--- config.mk ---
export PLATFORM = sky130hd
export DESIGN_NAME = pipeline_hazard_ctrl
export DESIGN_NICKNAME = d
export VERILOG_FILES = /design/src/rtl/pipeline_hazard_ctrl.sv
export SDC_FILE = /design/constraint.sdc
export NUM_CORES = 1
export LEC_CHECK = 0
export CAP_MARGIN = 20
export CORE_UTILIZATION = 40
export CTS_CLUSTER_SIZE = 12
export DETAILED_ROUTE_END_ITERATION = 10
export MAX_ROUTING_LAYER = met4
export PLACE_DENSITY = 0.71
export SYNTH_ARGS = -nofsm -noshare
export SYNTH_HDL_FRONTEND = slang
export SYNTH_SLANG_ARGS = --single-unit
--- constraint.sdc ---
create_clock -name clk -period 5.2 [get_ports clk]
set_input_delay 1.04 -clock clk [delete_from_list [all_inputs] [get_ports clk]]
set_output_delay 1.04 -clock clk [all_outputs]
set_load 0.005 [all_outputs]
--- src/rtl/pipeline_hazard_ctrl.sv ---
// Stall/flush control for the 5-stage pipeline: load-use interlock, taken-branch
// flush, memory-wait freeze with timeout watchdog, and a saturating stall counter.
module pipeline_hazard_ctrl #(
    parameter int unsigned REG_ADDR_W = 5,
    parameter int unsigned TIMEOUT    = 15,
    parameter int unsigned CNT_W      = 16
) (
    input  logic                  clk,
    input  logic                  rst,
    input  logic [REG_ADDR_W-1:0] id_rs1,
    input  logic [REG_ADDR_W-1:0] id_rs2,
    input  logic [REG_ADDR_W-1:0] ex_rd,
    input  logic                  ex_mem_read,
    input  logic                  branch_taken,
    input  logic                  mem_req,
    input  logic                  mem_ready,
    output logic                  pc_we,
    output logic                  ifid_we,
    output logic                  ifid_empty,
    output logic                  idex_we,
    output logic                  idex_empty,
    output logic                  exmem_we,
    output logic                  exmem_empty,
    output logic                  memwb_we,
    output logic                  memwb_empty,
    output logic [CNT_W-1:0]      stall_cnt,
    output logic                  timeout_err
);

    localparam int unsigned TW = $clog2(TIMEOUT + 1);

    typedef enum logic [1:0] {
        RUN      = 2'd0,
        MEM_WAIT = 2'd1,
        ERR      = 2'd2
    } state_t;

    state_t        state, state_nxt;
    logic [TW-1:0] tcnt, tcnt_nxt;
    logic          err_nxt;
    logic          mem_freeze;
    logic          load_use;

    assign mem_freeze = ((state == RUN) && mem_req && !mem_ready) ||
                        ((state == MEM_WAIT) && !mem_ready);

    assign load_use = ex_mem_read && (ex_rd != '0) &&
                      ((ex_rd == id_rs1) || (ex_rd == id_rs2));

    always_ff @(posedge clk or posedge rst) begin
        if (rst) begin
            state       <= RUN;
            tcnt        <= '0;
            timeout_err <= 1'b0;
        end else begin
            state       <= state_nxt;
            tcnt        <= tcnt_nxt;
            timeout_err <= err_nxt;
        end
    end

    always_comb begin
        state_nxt = state;
        tcnt_nxt  = tcnt;
        err_nxt   = timeout_err;
        unique case (state)
            RUN: begin
                if (mem_req && !mem_ready) begin
                    state_nxt = MEM_WAIT;
                    tcnt_nxt  = TW'(1);
                end
            end
            MEM_WAIT: begin
                // mem_req is ignored here: the frozen EX/MEM register holds the request.
                if (mem_ready) begin
                    state_nxt = RUN;
                    tcnt_nxt  = '0;
                end else if (tcnt == TW'(TIMEOUT)) begin
                    state_nxt = ERR;
                    err_nxt   = 1'b1;
                end else begin
                    tcnt_nxt = tcnt + TW'(1);
                end
            end
            ERR: begin
                state_nxt = ERR;
            end
            default: begin
                state_nxt = RUN;
                tcnt_nxt  = '0;
            end
        endcase
    end

    always_comb begin
        pc_we       = 1'b1;
        ifid_we     = 1'b1;
        ifid_empty  = 1'b0;
        idex_we     = 1'b1;
        idex_empty  = 1'b0;
        exmem_we    = 1'b1;
        exmem_empty = 1'b0;
        memwb_we    = 1'b1;
        memwb_empty = 1'b0;
        if (rst) begin
            pc_we       = 1'b0;
            ifid_we     = 1'b0;
            ifid_empty  = 1'b1;
            idex_we     = 1'b0;
            idex_empty  = 1'b1;
            exmem_we    = 1'b0;
            exmem_empty = 1'b1;
            memwb_we    = 1'b0;
            memwb_empty = 1'b1;
        end else if (state == ERR) begin
            pc_we    = 1'b0;
            ifid_we  = 1'b0;
            idex_we  = 1'b0;
            exmem_we = 1'b0;
            memwb_we = 1'b0;
        end else if (mem_freeze) begin
            pc_we       = 1'b0;
            ifid_we     = 1'b0;
            idex_we     = 1'b0;
            exmem_we    = 1'b0;
            memwb_empty = 1'b1;
        end else if (branch_taken) begin
            ifid_empty = 1'b1;
            idex_empty = 1'b1;
        end else if (load_use) begin
            pc_we      = 1'b0;
            ifid_we    = 1'b0;
            idex_empty = 1'b1;
        end
    end

    always_ff @(posedge clk or posedge rst) begin
        if (rst) begin
            stall_cnt <= '0;
        end else if (!pc_we && (stall_cnt != '1)) begin
            stall_cnt <= stall_cnt + CNT_W'(1);
        end
    end

endmodule

==> flow_summary.json <==
{
  "timing.final.hold_violations": 0,
  "maxCapViolations": 0,
  "timing.critical_path.fanout_max": 3,
  "die_footprint_mm2": 0.00386,
  "antenna_found_initial": 0,
  "synth.lib_cells_used.distinct": 37,
  "post-route-drc-count": 0,
  "post_synth_instance_area_mm2": 0.00145,
  "ys_top_cells_by_count": "sky130_fd_sc_hd__dfrtp_1 (23), sky130_fd_sc_hd__nand2_1 (17), sky130_fd_sc_hd__xor2_1 (15)",
  "outcome": "finished, final reports clean",
  "vias": 1237,
  "n_antenna_cell": 0,
  "grt_start_max_net_pins": 19,
  "totalNegativeSetupSlack_ns": 0,
  "timing.critical_path.to_type": "output port",
  "drt.antenna.violating_nets": 0,
  "synthXorXnorAreaFrac_pct": 15.1,
  "wl_per_cell_um": 14.2,
  "arrival_ns": 3.03,
  "finish.net_count": 215,
  "ios": 47,
  "critical_path_class": "in2out",
  "rsz0062_at_grt": "false",
  "detailed_place_hpwl_um": 2540,
  "io_buffers": 46,
  "max_freq_ghz": 0.245,
  "number_of_clock_buffers_inserted_by_tritoncts": 3,
  "dominant_combinational_cell_family_by_area_after_synthesis": "simple AND/OR/NAND/NOR gates",
  "synth_top_area_share_pct": 39.8,
  "grt_pass1_vias": 1209,
  "synth_seq_area_share_pct": 39.8,
  "finalSetupViolCount": 0,
  "worst_ep_required_time_ns": 4.16,
  "synth_simple_gate_area_share_pct": 28.1,
  "worst_ir_drop_vdd_v": 0.000190,
  "utilization_pct": 57.7,
  "ys_ff_latch": 23,
  "synth_mux_area_share_pct": 1.04,
  "core_area_mm2": 0.00339,
  "cts_max_level": 1,
  "number_of_enable_flip_flop_cells_after_synthesis": 0,
  "max_slew.worst_pin.slew_ns": 1.01,
  "grt_overflow_total": 0,
  "clock_insertion_delay_worst_skew_ns": 0.31,
  "synth-main-ff-cell": "sky130_fd_sc_hd__dfrtp_1",
  "period_needed_ns": 4.07,
  "cts.repair_timing.setup_buffer_count": 0,
  "hold_class": "reg2reg",
  "std_cell_rows": 21,
  "final_layout_size_suffix_gt1_share_pct": 12.0,
  "initial_utilization_pct": 42.7,
  "timing.hold.worst_path_depth": 1,
  "timing.max_slew.rel_slack_pct": 32.0,
  "die_width_um": 62.1,
  "postCtsHoldBufs": 0,
  "synthesized_net_count": 169,
  "grt_pass1_wl_um": 5730,
  "synthTopCellsByArea": "sky130_fd_sc_hd__dfrtp_1 (40%), sky130_fd_sc_hd__xor2_1 (9.1%), sky130_fd_sc_hd__xnor2_1 (6.1%)",
  "die_boundary_height_um": 62.1,
  "post-route-period-util_pct": 78.4,
  "postSynthAreaPerCell_um2": 9.91,
  "synth_area_leader_cell": "sky130_fd_sc_hd__dfrtp_1",
  "rr_worst_depth": 5,
  "cts.clk_slew.worst_paths_ns": 0.13,
  "cts-root-buf": "sky130_fd_sc_hd__clkbuf_4",
  "drt_first_iter_violations": 55,
  "finalWirelength_um": 3370,
  "clock_sinks": 23,
  "synthToLayoutAreaGrowth_pct": 35.1,
  "grtUsageTotal_pct": 19.1,
  "postLayoutCellArea_mm2": 0.00195,
  "tritoncts": "done",
  "synth-warning-count": 0,
  "post-synth-top-count-cell": "sky130_fd_sc_hd__dfrtp_1",
  "postCtsResizedCells": 0,
  "synth-async-reset-ratio_pct": 100,
  "drt_pre_antenna_iters": 4,
  "p_per_cell_area_mw_per_mm2": 331,
  "longest_clk_path_bufs": 2,
  "post_dr_vias_cell": 5.22,
  "finalHoldWorstSlack_ns": 0.481,
  "total_leakage_power_nw": 0.760,
  "worst_setup_path_start_kind": "input port",
  "synthesis.instances": 146,
  "timing.final.max_slew_violations": 0,
  "post_synth_fa_ha_maj_area_fraction_pct": 1.73,
  "postPlaceCellArea_mm2": 0.00193,
  "synth-compound-area-share_pct": 9.78,
  "place.gp.congestion": 0.792,
  "timing.clock.skew_ns": 0.00809
}
worst max-delay path, cell delays in order:
cell                              delay, ns
sky130_fd_sc_hd__clkdlybuf4s50_1       0.47
sky130_fd_sc_hd__or4_1                 0.56
sky130_fd_sc_hd__o21ai_2               0.17
sky130_fd_sc_hd__nor2_2                0.07
sky130_fd_sc_hd__a21boi_4              0.18
sky130_fd_sc_hd__clkdlybuf4s50_1       0.54
registers in the layout, indices dropped and copies added (netlist names):
| signal | flops |
|---|---|
| stall_cnt | 16 |
| tcnt | 4 |
| state | 2 |
| timeout_err | 1 |
power breakdown:
group / internal [mW] / switching, mW
clock: 0.0287 / 0.0553
sequential: 0.227 / 0.0676
combinational: 0.161 / 0.107
total: 0.418 / 0.230
area by class of cell:
| type | count | area, µm² |
|---|---|---|
| fill | 290 | 1440 |
| multi-input combinational | 113 | 807 |
| sequential | 23 | 576 |
| timing repair buffer | 48 | 475 |
| tap | 46 | 57.6 |
| clock buffer | 3 | 22.5 |
| inverter | 3 | 11.3 |
| clock inverter | 1 | 5.00 |
cells by family after synthesis:
| kind of cell | Yosys count |
|---|---|
| fa+ha+maj | 2 |
| compound gates | 19 |
| xor+xnor | 25 |
| flops | 23 |
| buf+inv | 10 |
| simple gates | 66 |
| mux | 1 |
metrics by stage:
stage          instances  power, mW  setup WS [ns]
2_1_floorplan        146      0.416           1.86
3_3_place_gp         233      0.555           1.12
3_5_place_dp         233      0.565           1.13
4_1_cts              237      0.651           1.12
5_1_grt              237      0.691           1.03
6_report             237      0.647           1.13
per-layer routing:
layer / track usage, % / up-vias / share of wire [%]
li1: - / 604 / -
met1: 25.1 / 580 / 46
met2: 29.9 / 51 / 46
met3: 3.49 / 2 / 6.5
met4: 6.10 / 0 / 0.71
met5: - / - / 0
final timing paths:
| kind | startpoint | to | slack (ns) |
|---|---|---|---|
| worst max-delay path | ex_rd[1] | pc_we | 1.13 |
| worst min-delay path | timeout_err | timeout_err | 0.48 |
| worst max register to register | stall_cnt[2] | stall_cnt[1] | 2.81 |
| worst min register to register | timeout_err | timeout_err | 0.48 |
| max in group asynchronous | rst | stall_cnt[0] | 3.64 |
| min in group asynchronous | rst | stall_cnt[2] | 1.02 |
cells in the final DEF (no fill, tap or decap), types with 2 or more instances in the layout:
| cell type | instances |
|---|---|
| sky130_fd_sc_hd__a21oi_1 | 4 |
| sky130_fd_sc_hd__and2_1 | 2 |
| sky130_fd_sc_hd__and4_1 | 2 |
| sky130_fd_sc_hd__buf_4 | 2 |
| sky130_fd_sc_hd__clkbuf_4 | 3 |
| sky130_fd_sc_hd__clkdlybuf4s50_1 | 46 |
| sky130_fd_sc_hd__dfrtp_1 | 23 |
| sky130_fd_sc_hd__ha_1 | 2 |
| sky130_fd_sc_hd__inv_1 | 3 |
| sky130_fd_sc_hd__nand2_1 | 17 |
| sky130_fd_sc_hd__nand3_1 | 10 |
| sky130_fd_sc_hd__nand4_1 | 5 |
| sky130_fd_sc_hd__nor2_1 | 7 |
| sky130_fd_sc_hd__nor2_2 | 2 |
| sky130_fd_sc_hd__nor3_2 | 7 |
| sky130_fd_sc_hd__nor4_1 | 3 |
| sky130_fd_sc_hd__nor4b_1 | 3 |
| sky130_fd_sc_hd__o21ai_0 | 7 |
| sky130_fd_sc_hd__xnor2_1 | 10 |
| sky130_fd_sc_hd__xor2_1 | 15 |
No activity file was read; power rests on OpenSTA's default activity.
